**src/rtl/deshifter8.sv**
```systemverilog
// Serial-to-parallel receiver: frames WIDTH bits behind a start marker and
// offers the completed word on a valid/ready handshake, flagging dropped bits.
module deshifter8 #(
  parameter int unsigned WIDTH     = 8,
  parameter bit          MSB_FIRST = 1'b1
) (
  input  logic                     clk,
  input  logic                     reset_n,
  input  logic                     s_in,
  input  logic                     s_valid,
  input  logic                     s_start,
  output logic [WIDTH-1:0]         d_out,
  output logic                     d_valid,
  input  logic                     d_ready,
  output logic                     busy,
  output logic [$clog2(WIDTH)-1:0] cnt,
  output logic                     overrun
);

  localparam int unsigned     CW   = $clog2(WIDTH);
  localparam logic [CW-1:0]   ONE  = CW'(1);
  localparam logic [CW-1:0]   LAST = CW'(WIDTH - 1);

  typedef enum logic [1:0] {
    IDLE,
    RECV,
    FULL
  } state_e;

  state_e           state_q, state_d;
  logic [WIDTH-1:0] sr_q, sr_d;
  logic [WIDTH-1:0] dout_q, dout_d;
  logic [CW-1:0]    cnt_q, cnt_d;
  logic             ovr_q, ovr_d;
  logic [WIDTH-1:0] sr_cap;

  // Shift register contents after capturing s_in; a start bit begins from zero.
  always_comb begin
    sr_cap = '0;
    if (!s_start) begin
      sr_cap = MSB_FIRST ? (sr_q << 1) : (sr_q >> 1);
    end
    if (MSB_FIRST) begin
      sr_cap[0] = s_in;
    end else begin
      sr_cap[WIDTH-1] = s_in;
    end
  end

  always_ff @(posedge clk or negedge reset_n) begin
    if (!reset_n) begin
      state_q <= IDLE;
      sr_q    <= '0;
      dout_q  <= '0;
      cnt_q   <= '0;
      ovr_q   <= 1'b0;
    end else begin
      state_q <= state_d;
      sr_q    <= sr_d;
      dout_q  <= dout_d;
      cnt_q   <= cnt_d;
      ovr_q   <= ovr_d;
    end
  end

  always_comb begin
    state_d = state_q;
    sr_d    = sr_q;
    dout_d  = dout_q;
    cnt_d   = cnt_q;
    ovr_d   = 1'b0;
    unique case (state_q)
      IDLE: begin
        if (s_valid && s_start) begin
          sr_d    = sr_cap;
          cnt_d   = ONE;
          state_d = RECV;
        end
      end
      RECV: begin
        if (s_valid) begin
          sr_d = sr_cap;
          if (s_start) begin
            cnt_d = ONE;
          end else if (cnt_q == LAST) begin
            dout_d  = sr_cap;
            cnt_d   = '0;
            state_d = FULL;
          end else begin
            cnt_d = cnt_q + ONE;
          end
        end
      end
      FULL: begin
        // A start bit arriving on the handshake edge opens the next frame at once.
        if (d_ready) begin
          if (s_valid && s_start) begin
            sr_d    = sr_cap;
            cnt_d   = ONE;
            state_d = RECV;
          end else begin
            state_d = IDLE;
          end
        end else if (s_valid) begin
          ovr_d = 1'b1;
        end
      end
      default: state_d = IDLE;
    endcase
  end

  always_comb begin
    d_out   = dout_q;
    d_valid = (state_q == FULL);
    busy    = (state_q == RECV);
    cnt     = cnt_q;
    overrun = ovr_q;
  end

endmodule

```
**config.mk**
```make
export PLATFORM = sky130hd
export DESIGN_NAME = deshifter8
export DESIGN_NICKNAME = d
export VERILOG_FILES = /design/src/rtl/deshifter8.sv
export SDC_FILE = /design/constraint.sdc
export NUM_CORES = 1
export LEC_CHECK = 0
export ABC_AREA = 1
export BUFFER_PORTS_ARGS = -buffer_cell sky130_fd_sc_hd__buf_2
export CORE_ASPECT_RATIO = 1.4
export CORE_UTILIZATION = 45
export DETAILED_ROUTE_END_ITERATION = 7
export PLACE_DENSITY = 0.76
export RECOVER_POWER = 50
export SETUP_SLACK_MARGIN = 0.02
export SLEW_MARGIN = 20
export SYNTH_ARGS = -nofsm -noshare
export SYNTH_HDL_FRONTEND = slang
export SYNTH_SLANG_ARGS = --single-unit
export TNS_END_PERCENT = 5
```
**constraint.sdc**
```tcl
create_clock -name clk -period 1.8 [get_ports clk]
set_input_delay 0.27 -clock clk [delete_from_list [all_inputs] [get_ports clk]]
set_output_delay 0.27 -clock clk [all_outputs]
set_load 0.02 [all_outputs]
```
==> flow_summary.json, run 1 <==
{
  "synthFlopType": "dfrtp_1",
  "grt_antenna_before_repair": 0,
  "grt_max_degree": 22,
  "critPathMaxFanout": 7,
  "yosysWarningCount": 0,
  "via_per_inst": 5.176,
  "report.final.setup_viol": 0,
  "drt_pre_antenna_iters": 4,
  "clk-insertion-delay-late_ns": 0.29,
  "antenna_cells": 0,
  "total_leakage_power_nw": 0.6382,
  "synth.cell_area_um2": 1059,
  "cell_types_with_the_largest_area_share_after_synthesis": "dfrtp_1 50%, nand2_1 12%, nand3_1 8.0%, o21ai_2 6.6%, inv_1 4.3%",
  "global_route.overflow_total": 0,
  "synth-adder-area-share_pct": 3.546,
  "final_net_count": 153,
  "timing_hold_violations_final": 0,
  "crit_path_end_kind": "output port",
  "timing.reg2reg.setup_slack_ns": 0.34,
  "cts.sink_count": 21,
  "die_footprint_um2": 2553,
  "slew_limit_headroom_pct": 26.83,
  "synth_edf_count": 0,
  "grt_first_pass_wirelength_mm": 3.422,
  "total_power_mw": 1.533,
  "max_slew.worst_pin.slew_ns": 1.097,
  "initial_utilization_pct": 48.07,
  "ys_seq_elements": 21,
  "synth_fp_nets": 131,
  "synth_top_family_by_area": "simple AND/OR/NAND/NOR gates",
  "fin_worst_hold_slack_ns": 0.2237,
  "area_share_of_the_leading_cell_type_in_the_synthesized_netlist_pct": 49.65,
  "first_global_vias": 816,
  "synth_top_cell_by_area": "dfrtp_1",
  "horizontal_extent_of_the_die_um": 42.99,
  "outcome": "completed",
  "report.final.slew_viol_count": 0,
  "final_antenna_net_count": 0,
  "timing.setup.tns_ns": 0,
  "dieHeight_um": 59.39,
  "skew_ns": 0.005269,
  "cts.clk_slew.worst_paths_ns": 0.11,
  "post_synth_cell_types": 18,
  "finalWorstPathRequiredPeriod_ns": 1.521,
  "post-dp-hpwl_mm": 1.329,
  "placement.io_buffers": 19,
  "vias": 854,
  "holdCritPathClass": "in2reg",
  "fillers": 220,
  "maxClockFrequency_mhz": 657.4,
  "drt_wl_total_mm": 1.863,
  "cts_resized": 0,
  "xor_xnor_share_of_the_synthesized_area_pct": 0,
  "post-route-drc-count": 0,
  "netlist_top_cells_count": "35 x nand2_1, 21 x dfrtp_1, 17 x nand3_1",
  "number_of_drc_markers_after_the_initial_detailed_route_iteration": 24,
  "synth_cells": 122,
  "ctsLongestPathBuffers": 2,
  "drt-wirelength-per-cell_um": 11.29,
  "num_io_pins": 20,
  "cts_root_buffer": "clkbuf_4",
  "synth.most_common_cell": "nand2_1",
  "timing.max_cap.violations": 0,
  "gp_routability_congestion": 0.7798,
  "cts-htree-levels": 1,
  "drive_above_1_share_pct": 23.08,
  "post-route-period-util_pct": 84.50,
  "instances_no_fill": 165,
  "seq_area_frac_synth_pct": 49.65,
  "syn2layout_area_growth_pct": 11.82,
  "pwr_per_cell_area_nw_per_um2": 1295,
  "core_region_area_um2": 2202,
  "timing_worst_setup_path_type": "reg2out",
  "async_reset_ff_share_pct": 100.0,
  "crit_arrival_ns": 1.25,
  "synth_area_in_compound_gates_pct": 7.092,
  "post_cts_buffers": 0,
  "timing.critical_path.required_ns": 1.53,
  "placement_rows": 20,
  "rsz0062_at_grt": "false",
  "synthMuxAreaShare_pct": 0,
  "ir_drop_v": 0.001031,
  "tritoncts.num_buffers": 3,
  "tritoncts": "yes",
  "dp_cells": 160,
  "critPathLaunchType": "flop",
  "synth_area_per_cell_um2": 8.676,
  "synth_simple_gate_area_share_pct": 31.56,
  "groute.usage.overall_pct": 17.55
}
-- stage by stage --
stage	worst slack (ns)	area [um2]	util, %
floorplan	0.3484	1059	-
global placement	0.4295	1156	52.50
detailed placement	0.3750	1156	52.50
CTS	0.2882	1192	54.15
global route	0.1310	1184	53.75
finish	0.2790	1184	53.75
-- cells in the final DEF, fill, tap and decap left out --
| master | n |
|---|---|
| dfrtp_1 | 21 |
| inv_1 | 13 |
| buf_2 | 12 |
| nor2_4 | 1 |
| nand3_4 | 1 |
| o21ai_2 | 8 |
| nand3_1 | 17 |
| a21oi_1 | 1 |
| ha_1 | 3 |
| nand2_1 | 35 |
| nand2_2 | 3 |
| clkbuf_1 | 8 |
| nand3b_2 | 1 |
| nor2_1 | 11 |
| nand2_4 | 1 |
| or2_2 | 1 |
| clkinv_2 | 1 |
| dlygate4sd3_1 | 1 |
| clkbuf_4 | 3 |
| buf_4 | 1 |
-- final cells by class --
| class | count | area [um2] | area share (%) |
|---|---|---|---|
| clock buffer | 4 | 26.28 | 2.220 |
| inverter | 14 | 53.80 | 4.545 |
| multi-input combinational | 83 | 446.7 | 37.74 |
| sequential | 21 | 525.5 | 44.40 |
| tap | 22 | 27.53 | 2.326 |
| timing repair buffer | 21 | 103.9 | 8.774 |
-- cell families (layout without fill, tap and decap cells) --
family                     after synthesis  after routing
and+or+nand+nor                         71             71
DFF                                     21             21
buffers and inverters                   18             39
AOI/OAI and AO/OA                        9              9
adders and majority gates                3              3
-- flip-flops by register name (all words and copies together), names as in the netlist --
| signal | cells |
|---|---|
| cnt | 3 |
| overrun | 1 |
| d_out | 8 |
| state_q | 2 |
| sr_q | 7 |
-- routing by layer --
layer  global-route usage, %  wire [um]  vias up
met2                   29.87       1000       18
li1                        -          -      420
met5                       0          0        -
met3                   3.354         66        2
met1                   21.10        771      414
met4                   8.658         24        0
-- path summary, 6_finish.rpt --
path / start / to / depth (start not counted)
max: state_q[0] / busy / 3
max reg2reg: cnt[0] / cnt[0] / 6
max in group asynchronous: reset_n / overrun / 2
min: s_in / d_out[0] / 3
min reg2reg: sr_q[6] / sr_q[6] / 2
min in group asynchronous: reset_n / d_out[4] / 2
-- power breakdown --
part | total [mW] | leakage [nW] | switching [mW] | internal (mW)
logic | 0.657 | 0.338 | 0.449 | 0.208
clock network | 0.217 | 0.0150 | 0.131 | 0.0860
registers | 0.659 | 0.285 | 0.0840 | 0.574
-- worst max-delay path: stages, from the launching register on --
cell     delay, ns
dfrtp_1       0.50
inv_1         0.13
nor2_1        0.14
buf_2         0.18
-- timing repair --
action,4_1_cts,5_1_grt
hold buffers,1,0
setup endpoints to repair,0,0
hold endpoints to repair,21,0
No activity file was read; power rests on OpenSTA's default activity.
==> run 2, diff against run 1 <==
==> constraint.sdc (replaced) <==
create_clock -name clk -period 1.6 [get_ports clk]
set_input_delay 0.24 -clock clk [delete_from_list [all_inputs] [get_ports clk]]
set_output_delay 0.24 -clock clk [all_outputs]
set_load 0.02 [all_outputs]
==> run 2 against run 1 <==
  * Non-clock buffer count stayed put
  * Cell area is 0.11% higher
  * Sequential cell count stayed put
  * Register-to-register slack worse by 0.18 ns
  * Largest power group unchanged
  * Highest routed layer is now met3
==> flow_summary.json, run 2 (synthesis gave the netlist of run 1 again) <==
{
  "outcome": "completed",
  "cts_resized": 0,
  "critPathMaxFanout": 7,
  "timing_worst_setup_path_type": "reg2out",
  "tritoncts.num_buffers": 3,
  "die_footprint_um2": 2553,
  "final-seq-area_um2": 525.5,
  "initial_utilization_pct": 48.07,
  "crit_path_end_kind": "output port",
  "cts-htree-levels": 1,
  "post-dp-hpwl_mm": 1.314,
  "antenna_cells": 0,
  "gp_routability_congestion": 0.7958,
  "first_global_vias": 814,
  "drt_wl_total_mm": 1.801,
  "drt-wirelength-per-cell_um": 10.92,
  "timing_hold_violations_final": 0,
  "slew_limit_headroom_pct": 26.67,
  "r2r_cell_count": 6,
  "dp_cells": 160,
  "core_region_area_um2": 2202,
  "hold_path.startpoint": "s_in",
  "global_route.overflow_total": 0,
  "fin_worst_hold_slack_ns": 0.1790,
  "num_io_pins": 20,
  "cts_root_buffer": "clkbuf_4",
  "critPathMaxStageDelay_ns": 0.53,
  "final_antenna_net_count": 0,
  "via_per_inst": 5.048,
  "placement.io_buffers": 19,
  "worst_r2r_endpoint": "cnt[0]",
  "setup_slack_ns": 0.1351,
  "post-route-drc-count": 0,
  "timing.critical_path.required_ns": 1.36,
  "timing.setup.tns_ns": 0,
  "final_net_count": 153,
  "critPathSlowestCell": "dfrtp_1",
  "grt_antenna_before_repair": 0,
  "report.final.setup_viol": 0,
  "grt_max_degree": 22,
  "tritoncts": "yes",
  "total_leakage_power_nw": 0.6401,
  "min_to": "d_out[0]",
  "finalWorstPathRequiredPeriod_ns": 1.465,
  "drive_above_1_share_pct": 24.48,
  "critPathLaunchType": "flop",
  "rsz0062_at_grt": "false",
  "final_common_cell": "nand2_1",
  "number_of_drc_markers_after_the_initial_detailed_route_iteration": 15,
  "grt_first_pass_wirelength_mm": 3.277,
  "number_of_flip_flops_under_the_largest_register_name": 8,
  "timing.reg2reg.setup_slack_ns": 0.16,
  "holdCritPathClass": "in2reg",
  "timing.max_cap.violations": 0,
  "timing.critical_path.cells": "inv_2, nor2_1, buf_2",
  "drt_pre_antenna_iters": 4,
  "multi_input_logic_area_um2": 446.7,
  "groute.usage.overall_pct": 17.01,
  "skew_ns": 0.002187,
  "instances_no_fill": 165,
  "pre_cts_worst_setup_slack_ns": 0.1798,
  "horizontal_extent_of_the_die_um": 42.99,
  "ctsLongestPathBuffers": 2,
  "syn2layout_area_growth_pct": 11.94,
  "maxClockFrequency_mhz": 682.6,
  "crit_arrival_ns": 1.22,
  "mostFrequentLayoutCells": "35 x nand2_1, 21 x dfrtp_1, 17 x nand3_1",
  "critical_path.reg2reg.startpoint": "cnt[0]",
  "report.final.slew_viol_count": 0,
  "cts.sink_count": 21,
  "post-route-period-util_pct": 91.56,
  "pwr_per_cell_area_nw_per_um2": 1455,
  "cts.clk_slew.worst_paths_ns": 0.12,
  "placement_rows": 20,
  "fillers": 216,
  "clk-insertion-delay-late_ns": 0.30,
  "holdPathStages": 3,
  "vias": 833,
  "max_slew.worst_pin.slew_ns": 1.100,
  "ir_drop_v": 0.0007524,
  "total_power_mw": 1.724,
  "dieHeight_um": 59.39
}
## run 2: cell count changes in the layout (fill, tap and decap cells not counted), sizes merged
cell | before | now
clkbuf | 11 | 10
clkinv | 1 | 2
## run 2: how the worst max path moves through the flow
stage               endpoint  startpoint  cells after the start
CTS                     busy  state_q[0]                      3
global route            busy  state_q[0]                      3
global placement      cnt[0]      cnt[0]                      6
detailed placement    cnt[0]      cnt[0]                      6
floorplan             cnt[0]      cnt[0]                      6
finish                  busy  state_q[0]                      3
## run 2: per-layer routing
| metal | vias to the layer above | GRT usage [%] | wire [um] |
|---|---|---|---|
| met5 | - | 0 | 0 |
| met4 | 0 | 9.524 | 0 |
| met3 | 0 | 3.049 | 52 |
| met2 | 14 | 29.22 | 984 |
| met1 | 394 | 19.80 | 763 |
| li1 | 425 | - | - |
## run 2: through the flow
step / cell area [um2] / utilization [%]
2_1_floorplan: 1059 / -
3_3_place_gp: 1156 / 52.50
3_5_place_dp: 1156 / 52.50
4_1_cts: 1194 / 54.20
5_1_grt: 1185 / 53.81
6_report: 1185 / 53.81
## run 2: critical path, delay by kind of cell (launching register included)
family | cells | cell delay (ns)
buf+inv | 2 | 0.26
flops | 1 | 0.53
simple gates | 1 | 0.13
## run 2: timing repair
item,in CTS,in global routing
setup buffers,0,0
hold buffers,1,0
endpoints found under the hold margin,21,0
## run 2: area by class of cell
class                      instances  area share (%)
sequential                        21           44.35
tap                               22           2.323
clock inverter                     1          0.4224
inverter                          14           4.541
multi-input combinational         83           37.70
clock buffer                       3           1.901
timing repair buffer              21           8.765
## run 2: power breakdown
| group | total, mW | internal (mW) | switching, mW |
|---|---|---|---|
| sequential | 0.745 | 0.646 | 0.0983 |
| combinational | 0.729 | 0.232 | 0.497 |
| clock | 0.251 | 0.0931 | 0.158 |
